### src/rtl/cla8_chain_seq.sv
// -----------------------------------------------------------------------------
// cla8_chain_seq
// Feeds an existing 8-bit carry-lookahead adder (CLA8) one byte pair at a time.
// The carry from each byte is chained into the next, so the block performs an
// NBYTES*8-bit addition. Operand and result bytes stream least-significant byte
// first.
//
// Ports
//   clk, rst            rising-edge clock, asynchronous active-high reset
//   start, cin_init     begin a new word (sampled in IDLE), with initial carry
//   in_valid/in_ready   operand byte-pair stream, in_a / in_b
//   cla_a/cla_b/cla_cin registered operands and chained carry to the CLA8
//   cla_sum/cla_cout    combinational CLA8 result
//   out_valid/out_ready result byte stream, out_sum, out_last on the MS byte
//   carry_out, ovf      final carry and signed overflow, held until next start
//   busy                high whenever the sequencer is not IDLE
//
// Handshake: a transfer happens on a rising clk edge where valid && ready are
// both high. A producer holding valid keeps its payload stable until that
// edge; ready never depends on valid. Here in_ready is high only in LOAD, and
// out_valid, once raised, stays high with stable out_sum/out_last until taken.
// -----------------------------------------------------------------------------
module cla8_chain_seq #(
  parameter int NBYTES = 4
) (
  input  logic       clk,
  input  logic       rst,
  input  logic       start,
  input  logic       cin_init,
  input  logic       in_valid,
  output logic       in_ready,
  input  logic [7:0] in_a,
  input  logic [7:0] in_b,
  output logic [7:0] cla_a,
  output logic [7:0] cla_b,
  output logic       cla_cin,
  input  logic [7:0] cla_sum,
  input  logic       cla_cout,
  output logic       out_valid,
  input  logic       out_ready,
  output logic [7:0] out_sum,
  output logic       out_last,
  output logic       carry_out,
  output logic       ovf,
  output logic       busy
);

  localparam int IDXW = (NBYTES > 1) ? $clog2(NBYTES) : 1;
  localparam logic [IDXW-1:0] LAST_IDX = IDXW'(NBYTES - 1);

  typedef enum logic [1:0] {
    S_IDLE = 2'd0,
    S_LOAD = 2'd1,
    S_CAPT = 2'd2,
    S_OUT  = 2'd3
  } state_t;

  state_t          state_q, state_d;
  logic [IDXW-1:0] idx_q, idx_d;
  logic            carry_q, carry_d;
  logic [7:0]      cla_a_q, cla_a_d;
  logic [7:0]      cla_b_q, cla_b_d;
  logic            out_valid_q, out_valid_d;
  logic [7:0]      out_sum_q, out_sum_d;
  logic            out_last_q, out_last_d;
  logic            carry_out_q, carry_out_d;
  logic            ovf_q, ovf_d;

  always_ff @(posedge clk or posedge rst) begin
    if (rst) begin
      state_q     <= S_IDLE;
      idx_q       <= '0;
      carry_q     <= 1'b0;
      cla_a_q     <= 8'h00;
      cla_b_q     <= 8'h00;
      out_valid_q <= 1'b0;
      out_sum_q   <= 8'h00;
      out_last_q  <= 1'b0;
      carry_out_q <= 1'b0;
      ovf_q       <= 1'b0;
    end else begin
      state_q     <= state_d;
      idx_q       <= idx_d;
      carry_q     <= carry_d;
      cla_a_q     <= cla_a_d;
      cla_b_q     <= cla_b_d;
      out_valid_q <= out_valid_d;
      out_sum_q   <= out_sum_d;
      out_last_q  <= out_last_d;
      carry_out_q <= carry_out_d;
      ovf_q       <= ovf_d;
    end
  end

  always_comb begin
    state_d     = state_q;
    idx_d       = idx_q;
    carry_d     = carry_q;
    cla_a_d     = cla_a_q;
    cla_b_d     = cla_b_q;
    out_valid_d = out_valid_q;
    out_sum_d   = out_sum_q;
    out_last_d  = out_last_q;
    carry_out_d = carry_out_q;
    ovf_d       = ovf_q;

    case (state_q)
      S_IDLE: begin
        if (start) begin
          carry_d     = cin_init;
          idx_d       = '0;
          carry_out_d = 1'b0;
          ovf_d       = 1'b0;
          state_d     = S_LOAD;
        end
      end
      S_LOAD: begin
        if (in_valid) begin
          cla_a_d = in_a;
          cla_b_d = in_b;
          state_d = S_CAPT;
        end
      end
      S_CAPT: begin
        // CLA8 has had a full cycle to settle on the registered operands.
        out_sum_d   = cla_sum;
        carry_d     = cla_cout;
        out_valid_d = 1'b1;
        out_last_d  = (idx_q == LAST_IDX);
        if (idx_q == LAST_IDX) begin
          carry_out_d = cla_cout;
          // Signed overflow: like-signed operands giving an opposite-signed MS byte.
          ovf_d = (cla_a_q[7] == cla_b_q[7]) && (cla_sum[7] != cla_a_q[7]);
        end
        state_d = S_OUT;
      end
      S_OUT: begin
        if (out_ready) begin
          out_valid_d = 1'b0;
          if (out_last_q) begin
            out_last_d = 1'b0;
            state_d    = S_IDLE;
          end else begin
            idx_d   = idx_q + IDXW'(1);
            state_d = S_LOAD;
          end
        end
      end
      default: state_d = S_IDLE;
    endcase
  end

  assign in_ready  = (state_q == S_LOAD);
  assign busy      = (state_q != S_IDLE);
  assign cla_a     = cla_a_q;
  assign cla_b     = cla_b_q;
  assign cla_cin   = carry_q;
  assign out_valid = out_valid_q;
  assign out_sum   = out_sum_q;
  assign out_last  = out_last_q;
  assign carry_out = carry_out_q;
  assign ovf       = ovf_q;

endmodule
### config.mk
export PLATFORM = sky130hd
export DESIGN_NAME = cla8_chain_seq
export DESIGN_NICKNAME = d
export VERILOG_FILES = /design/src/rtl/cla8_chain_seq.sv
export SDC_FILE = /design/constraint.sdc
export NUM_CORES = 1
export LEC_CHECK = 0
export CAP_MARGIN = 5
export CORE_MARGIN = 2
export CORE_UTILIZATION = 45
export DETAILED_ROUTE_END_ITERATION = 16
export PLACE_DENSITY = 0.83
export SLEW_MARGIN = 20
export SYNTH_ARGS = -nofsm -noshare
export SYNTH_HDL_FRONTEND = slang
export SYNTH_SLANG_ARGS = --single-unit
### constraint.sdc
create_clock -name clk -period 4 [get_ports clk]
set_input_delay 0.8 -clock clk [delete_from_list [all_inputs] [get_ports clk]]
set_output_delay 0.8 -clock clk [all_outputs]
set_load 0.1 [all_outputs]
== Word level (Yosys, flattened, before mapping) ==
Cells that the tools add are included.

* Add/subtract/negate cells: 1
* Equality and inequality tests: 11
* Multiplexer cells: 19
* Reduce and logical (&&, ||, !) cells: 12

{| class="wikitable"
|+ Operator list
! cell !! number
|-
| $mux W2 || 6
|-
| $ne A2 B2 Y1 const B || 5
|-
| $pmux W1 S2 || 5
|-
| $pmux W2 S4 || 1
|-
| $reduce_bool A2 Y1 || 4
|-
| $eq A2 B2 Y1 const B || 3
|-
| $mux W1 || 6
|-
| $reduce_and A2 Y1 || 3
|-
| $reduce_and A3 Y1 || 2
|-
| $pmux W2 S2 || 1
|-
| $reduce_and A4 Y1 || 1
|-
| $add A2 B1 Y2 const B || 1
|-
| $eq A2 B1 Y1 const B || 1
|-
| $logic_not A2 Y1 || 1
|-
| $eq A1 B1 Y1 || 1
|-
| $logic_and A1 B1 Y1 || 1
|-
| $ne A1 B1 Y1 || 1
|}

* Bits in registers: 33
* Input port bits: 31
* Output and inout bits: 31
* Word-level logic and storage cells: 53

== Longest topological paths before layout ==
Gate-level depths: netlist of run 1.

* Word-level depth: 4
* Depth in mapped cells: 5
* Depth with buffers taken out: 5

== Worst setup path after synthesis of run 1 ==
Ideal clock, no wire load.

* Path type: reg-to-reg
* Start point: reg state_q[1]
* End point: reg cla_a_q[0] (netlist: cla_a[0])
* Setup time: 128 ps
* Arrival: 2,137 ps
* Required time: 3,872 ps
* Path slack: 1,735 ps
* Cell stages (with the launch flop): 6
* Path buffers: 1
* Clock period less this slack: 2,265 ps
* Path through: dfrtp_1 -> inv_1 -> ha_1 -> nand2_2 -> buf_2 -> mux2_1

* Word-level cells in the longest chain between the ends: 2

{| class="wikitable"
|+ RTL lines
! item !! line !! source
|-
| start, declared || 58 || <nowiki>state_t state_q, state_d;</nowiki>
|-
| start signal, assigned || 82 || <nowiki>state_q <= state_d;</nowiki>
|-
| $eq A2 B1 Y1 || n/a ||
|-
| via in_ready || 31 || <nowiki>output logic in_ready,</nowiki>
|-
| $reduce_and A2 Y1 (no line) || n/a ||
|-
| end signal, assigned || 85 || <nowiki>cla_a_q <= cla_a_d;</nowiki>
|-
| end, declared || 61 || <nowiki>logic [7:0] cla_a_q, cla_a_d;</nowiki>
|}

The timed path passes the listed nets, and every way through them passes these cells.
A chain may end at the register's enable or synchronous reset.

== Worst setup path after layout of run 1 ==
* Start point: reg state_q[0]
* End point: out busy

* Word-level cells in the longest chain between the ends: 1

{| class="wikitable"
|+ RTL lines
! item !! line !! source
|-
| $reduce_bool A2 Y1 || 154 || <nowiki>assign busy = (state_q != S_IDLE);</nowiki>
|-
| end, declared || 45 || <nowiki>output logic busy</nowiki>
|}

Every way passes these cells.

==> key figures, run 1 <==
CTS
  – Clock Latency Late Sink: roughly 0.34 ns
  – H-tree depth: 2
  – Reg clk slew, reported paths: approximately 0.1 ns
  – Root cell of the clock tree: clkbuf_4
  – Post-cts resize count: 0
  – CTS Buf Count: 5
  – Sink Count: 33
  – # hold bufs at CTS: 0
  – Number of post-CTS setup repair buffers: 0
  – CTS tree: built
  – Deepest clock path buffer count: 2

Critical path
  – WS Path Type: reg -> out
  – Critical Path RT: about 3.2 ns
  – R2r setup slk: 2.24 ns
  – CP Max Fanout: 7
  – Critical Path Sink Type: primary output
  – Beginning of the critical path: state_q[0]
  – Critical R2R Capture: ovf
  – R2R cell count: 5
  – Startpoint Class: flip-flop
  – Arr. time, crit path: 2.38 ns
  – Worst setup endpoint: busy
  – Worst r2r src: state_q[0]

STA
  – Setup-failing EPs final: 0
  – FMAX: 0.3149 GHz
  – Unrepaired setup endpoints after global routing: no
  – Setup_tns: 0 ns
  – Slew Limit Headroom: 33.20%
  – Clock Skew: between 0.009 and 0.01 ns
  – Fin. Hold Viols: 0
  – Fin crit period: 3.175 ns
  – Worst slew pin tran: ~1.0 ns
  – Slew Limit Fails: 0
  – Tcrit/Tclk final: between 70 and 80%

Yosys
  – Netlist cell types: 26
  – Cell count after synthesis: about 120
  – Synth Flop Type: dfrtp_1
  – Post-synth EDFFs: 0
  – Post-synthesis sequential area ratio: a little over half
  – Synth area leaders: dfrtp_1 55%, mux2_2 10%, mux2_1 7.5%
  – Post-synth top cells: 33 x dfrtp_1, 14 x mux2_2, 10 x mux2_1
  – Top cell type by total area after synthesis: dfrtp_1
  – Synth Area per Inst: between 10 and 15 sq um
  – Synth Cell Area: ~1500 sq um
  – Count leader, synth: dfrtp_1
  – Syn_nets: approximately 160
  – Flops & latches, synth: 33
  – Synth async-reset ratio: 100.0%
  – Warnings from Yosys: 0
  – Synth top area share: 54.86%

Die
  – Top Ports: 62
  – Die Area: 3824 sq um
  – DIE WIDTH: just over 60 um
  – DIE HEIGHT: a little over 60 um
  – Starting density of the core: 48.12%
  – Row count: 20
  – CORE AREA: 3128 sq um

Final layout
  – Nets: 223
  – Diodes inserted: 0
  – Share of layout cells above drive strength 1: 15.05%
  – Synth-to-Final Area Change: 49.96%
  – Non-filler cells, final: 230

Status
  – Outcome: finished, final reports clean

Flow run
  – Max Cap Violations: 0

GRT
  – Pin count of the biggest net entering global routing: 30
  – Total track usage: roughly a fifth
  – Initial antenna violation count: 0
  – First-pass GRT wire length: approximately 5.6 mm
  – Vias in the first global route: between 1000 and 1500
  – Grt ovf: 0

Place
  – Post-DP HPWL: roughly 2.5 mm
  – Placed Instances: 222
  – Routability cong.: between 0.7 and 0.8
  – Port bufs: between 60 and 70

Detailed routing
  – Antenna-violating nets left: 0
  – Wire length per cell: between 10 and 15 um
  – Vias: 1139
  – Drt total wl: around 3.3 mm
  – Remaining DRCs: 0
  – Initial drt markers: 55
  – Via/cell ratio: between 4 and 5
  – DR pass1 iterations: 4

Worst hold path
  – Tightest Hold Check Type: reg -> reg
  – Hold path startpoint: cla_b[5]
-- state kept, by name (all words and copies together), names as in the netlist --
name and cells:
cla_cin 1, cla_a 8, cla_b 8, ovf 1, carry_out 1, idx_q 2
state_q 2, out_valid 1, out_sum 8, out_last 1
-- layout by cell type (no fill, tap or decap), types with 4 or more instances in the layout --
cell              n
ha_1              7
inv_1             5
nand2b_1          5
mux2_2           14
o21ai_0           5
clkdlybuf4s50_1  61
nand2_1           9
dfrtp_1          33
nor2_1            4
mux2_1           10
clkbuf_4          5
nor2b_1           5
-- worst min path at each step --
stage | endpoint | slack, ns | cells past startpoint
floorplan | idx_q[1] | 0.48 | 2
global placement | out_valid | 0.47 | 2
detailed placement | out_valid | 0.48 | 2
CTS | cla_b[4] | 0.51 | 1
global route | cla_b[5] | 0.52 | 1
finish | cla_b[5] | 0.50 | 1
-- through the flow --
stage / utilization [%] / cell area [sq um] / setup WS, ns / hold WS, ns
final: 72.16 / 2257 / 0.8247 / 0.5026
after detailed placement: 69.32 / 2168 / 1.177 / 0.4771
after global placement: 69.32 / 2168 / 1.247 / 0.4700
after global routing: 72.16 / 2257 / 0.7124 / 0.5239
after floorplan: - / 1505 / 1.735 / 0.4823
after CTS: 72.16 / 2257 / 0.8034 / 0.5096
-- layer usage --
layer / GRT usage (%) / routed length [um]
met1: 23.34 / 1307
met5: 0 / 0
met2: 33.83 / 1615
met4: 8.815 / 70
met3: 9.731 / 259
-- layout make-up --
type	count	area (sq um)
timing repair buffer	62	618.1
sequential	33	825.8
clock inverter	2	37.54
fill	243	870.8
inverter	5	18.77
multi-input combinational	78	650.6
tap	44	55.05
clock buffer	6	51.30
-- logic make-up (layout without fill, tap and decap cells) --
kind of cell / after synthesis / in the layout / share of synthesized area [%]
DFF: 33 / 33 / 54.86
muxes: 27 / 27 / 20.28
and+or+nand+nor: 30 / 30 / 10.89
adders and majority gates: 7 / 7 / 5.819
AOI/OAI and AO/OA: 14 / 14 / 6.235
buffers and inverters: 7 / 75 / 1.912
-- critical path, stage by stage, from the launching register on --
cell             delay [ns]
dfrtp_1                0.47
inv_1                  0.12
ha_1                   0.26
inv_1                  0.07
clkdlybuf4s50_1        1.12
Power of run 1 is not shown: default switching activity piles up to over one toggle a cycle in this logic, so the estimate is an artifact.
==> run 2: changes to the inputs <==
Settings changed: CORE_UTILIZATION 45 to 42, PLACE_DENSITY 0.83 to 0.79.
Clock period 4 ns to 3.11 ns, I/O delays scaled along.
==> run 2 against run 1 <==
- worst hold slack got worse by 0.0031 ns
- non-clock buffer count is the same
- setup slack better by 0.11 ns
- register-to-register slack got worse by 0.96 ns
- clock skew down 0.0026 ns
- sequential share of layout area is 1.9 points higher
- critical endpoint unchanged
- cell count is 0.43% higher
- largest cell class unchanged
- critical path type unchanged
- first-iteration DRC count fell by 42%
==> key figures, run 2 (same netlist as run 1, synthesis figures left out) <==
STA
  – Tcrit/Tclk final: 69.81%
  – FMAX: around 0.46 GHz
  – Worst slew pin tran: 0.6164 ns (was 0.9988 ns)
  – Slew Limit Fails: 0 (unchanged)
  – Clock Skew: 0.007135 ns (was 0.009772 ns)
  – Slew Limit Headroom: 58.90% (was 33.20%)
  – Setup-failing EPs final: 0 (unchanged)
  – Unrepaired setup endpoints after global routing: no (unchanged)
  – Setup_tns: 0 ns (unchanged)
  – Fin crit period: between 2 and 2.5 ns
  – Fin. Hold Viols: 0 (unchanged)

Die
  – CORE AREA: 3390 sq um (was 3128 sq um)
  – Die Area: 4079 sq um (was 3824 sq um)
  – Row count: 21 (was 20)
  – DIE WIDTH: 63.87 um (was 61.84 um)
  – Starting density of the core: 44.41% (was 48.12%)
  – Top Ports: 62 (unchanged)
  – DIE HEIGHT: 63.87 um (was 61.84 um)

Final layout
  – Diodes inserted: 0 (unchanged)
  – Nets: 223 (unchanged)
  – Most frequent cells in the layout: 33 x dfrtp_1, 32 x buf_4, 30 x clkdlybuf4s50_1 (was 61 x clkdlybuf4s50_1, 33 x dfrtp_1, 14 x mux2_2)
  – Synth-to-Final Area Change: 42.73% (was 49.96%)
  – Most common cell after layout, fill and taps aside: dfrtp_1 (was clkdlybuf4s50_1)
  – Share of layout cells above drive strength 1: 30.81% (was 15.05%)

Critical path
  – Most used cell, CP: inv_1 (unchanged)
  – WS Path Type: reg -> out (unchanged)
  – CP delay by family, top: buffers and inverters (unchanged)
  – Startpoint Class: flip-flop (unchanged)
  – Buf/Inv on CP: 3 (unchanged)
  – Critical Path RT: 2.49 ns (was 3.20 ns)
  – Arr. time, crit path: 1.55 ns (was 2.38 ns)
  – Slowest-stage cell, CP: dfrtp_1 (was clkdlybuf4s50_1)
  – CP Max Fanout: 7 (unchanged)
  – Worst-path cell chain: inv_1 > ha_1 > inv_1 > buf_4 (was inv_1 > ha_1 > inv_1 > clkdlybuf4s50_1)
  – Critical Path Sink Type: primary output (unchanged)
  – Slowest Stage Delay on Critical Path: 0.47 ns (was 1.12 ns)

Detailed routing
  – Remaining DRCs: 0 (unchanged)
  – Wire length per cell: 13.87 um (was 14.14 um)
  – Drt total wl: 3.204 mm (was 3.253 mm)
  – Vias: 1124 (was 1139)
  – DR pass1 iterations: 4 (unchanged)
  – Via/cell ratio: 4.866 (was 4.952)
  – Antenna-violating nets left: 0 (unchanged)
  – Initial drt markers: 32 (was 55)

CTS
  – Root cell of the clock tree: clkbuf_4 (unchanged)
  – Clock Latency Late Sink: 0.33 ns (was 0.34 ns)
  – Post-cts resize count: 0 (unchanged)
  – Number of post-CTS setup repair buffers: 0 (unchanged)
  – Reg clk slew, reported paths: 0.09 ns (was 0.10 ns)
  – CTS Buf Count: 5 (unchanged)
  – Sink Count: 33 (unchanged)
  – CTS tree: built (unchanged)
  – H-tree depth: 2 (unchanged)
  – Deepest clock path buffer count: 2 (unchanged)
  – # hold bufs at CTS: 0 (unchanged)

GRT
  – Pin count of the biggest net entering global routing: 34 (was 30)
  – Vias in the first global route: 1216 (was 1192)
  – Total track usage: 17.79% (was 20.73%)
  – Initial antenna violation count: 0 (unchanged)
  – First-pass GRT wire length: 5.526 mm (was 5.575 mm)
  – Grt ovf: 0 (unchanged)

Place
  – Post-DP HPWL: 2.447 mm (was 2.498 mm)
  – Port bufs: 61 (unchanged)
  – Routability cong.: 0.8306 (was 0.7413)

Flow run
  – Max Cap Violations: 0 (unchanged)

Worst hold path
  – Tightest Hold Check Type: reg -> reg (unchanged)

Status
  – Outcome: finished, final reports clean (unchanged)
run 2: cell count changes in the layout (fill, tap and decap cells not counted), sizes merged:
cell           before  now
buf                 1   32
bufinv              1    0
clkbuf              6    7
clkdlybuf4s50      61   30
clkinvlp            1    0
run 2: worst paths after layout:
path                            end        from  slack [ns]  cells after the start
setup reg to reg                ovf  state_q[0]        1.28                      5
max in group asynchronous  cla_b[0]         rst        2.13                      3
hold reg to reg            cla_a[0]    cla_a[0]        0.50                      1
hold / removal             cla_a[0]    cla_a[0]        0.50                      1
min in group asynchronous  out_last         rst        0.67                      3
setup / recovery               busy  state_q[0]        0.94                      4
run 2: per-stage QoR:
step | utilization, % | instances | cell area [sq um] | hold WS (ns) | worst slack [ns]
finish | 63.38 | 231 | 2148 | 0.4994 | 0.9390
global placement | 61.76 | 224 | 2093 | 0.4694 | 1.161
floorplan | - | 118 | 1505 | 0.4823 | 0.8450
detailed placement | 61.76 | 224 | 2093 | 0.4835 | 1.097
global route | 63.38 | 231 | 2148 | 0.5257 | 0.8196
CTS | 63.38 | 231 | 2148 | 0.5060 | 0.9139
run 2: area by class of cell:
class,instances,area (sq um)
tap,46,57.56
sequential,33,825.8
fill,270,1241
multi-input combinational,78,650.6
timing repair buffer,62,540.5
inverter,5,18.77
clock buffer,7,55.05
run 2: worst reg2reg max path: stages (launching register included):
cell	delay, ns
dfrtp_1	0.47
inv_1	0.14
ha_1	0.56
nor2_1	0.14
o31ai_1	0.27
o21ai_0	0.12
run 2: layer usage:
layer	GRT usage [%]	share of wire (%)	up-vias	wire length (um)
li1	-	-	542	-
met1	18.81	39	543	1246
met2	32.03	53	34	1710
met3	5.986	5.9	5	190
met4	7.337	1.8	0	57
met5	0	0	-	0
Power of run 2 is left out for the same reason.
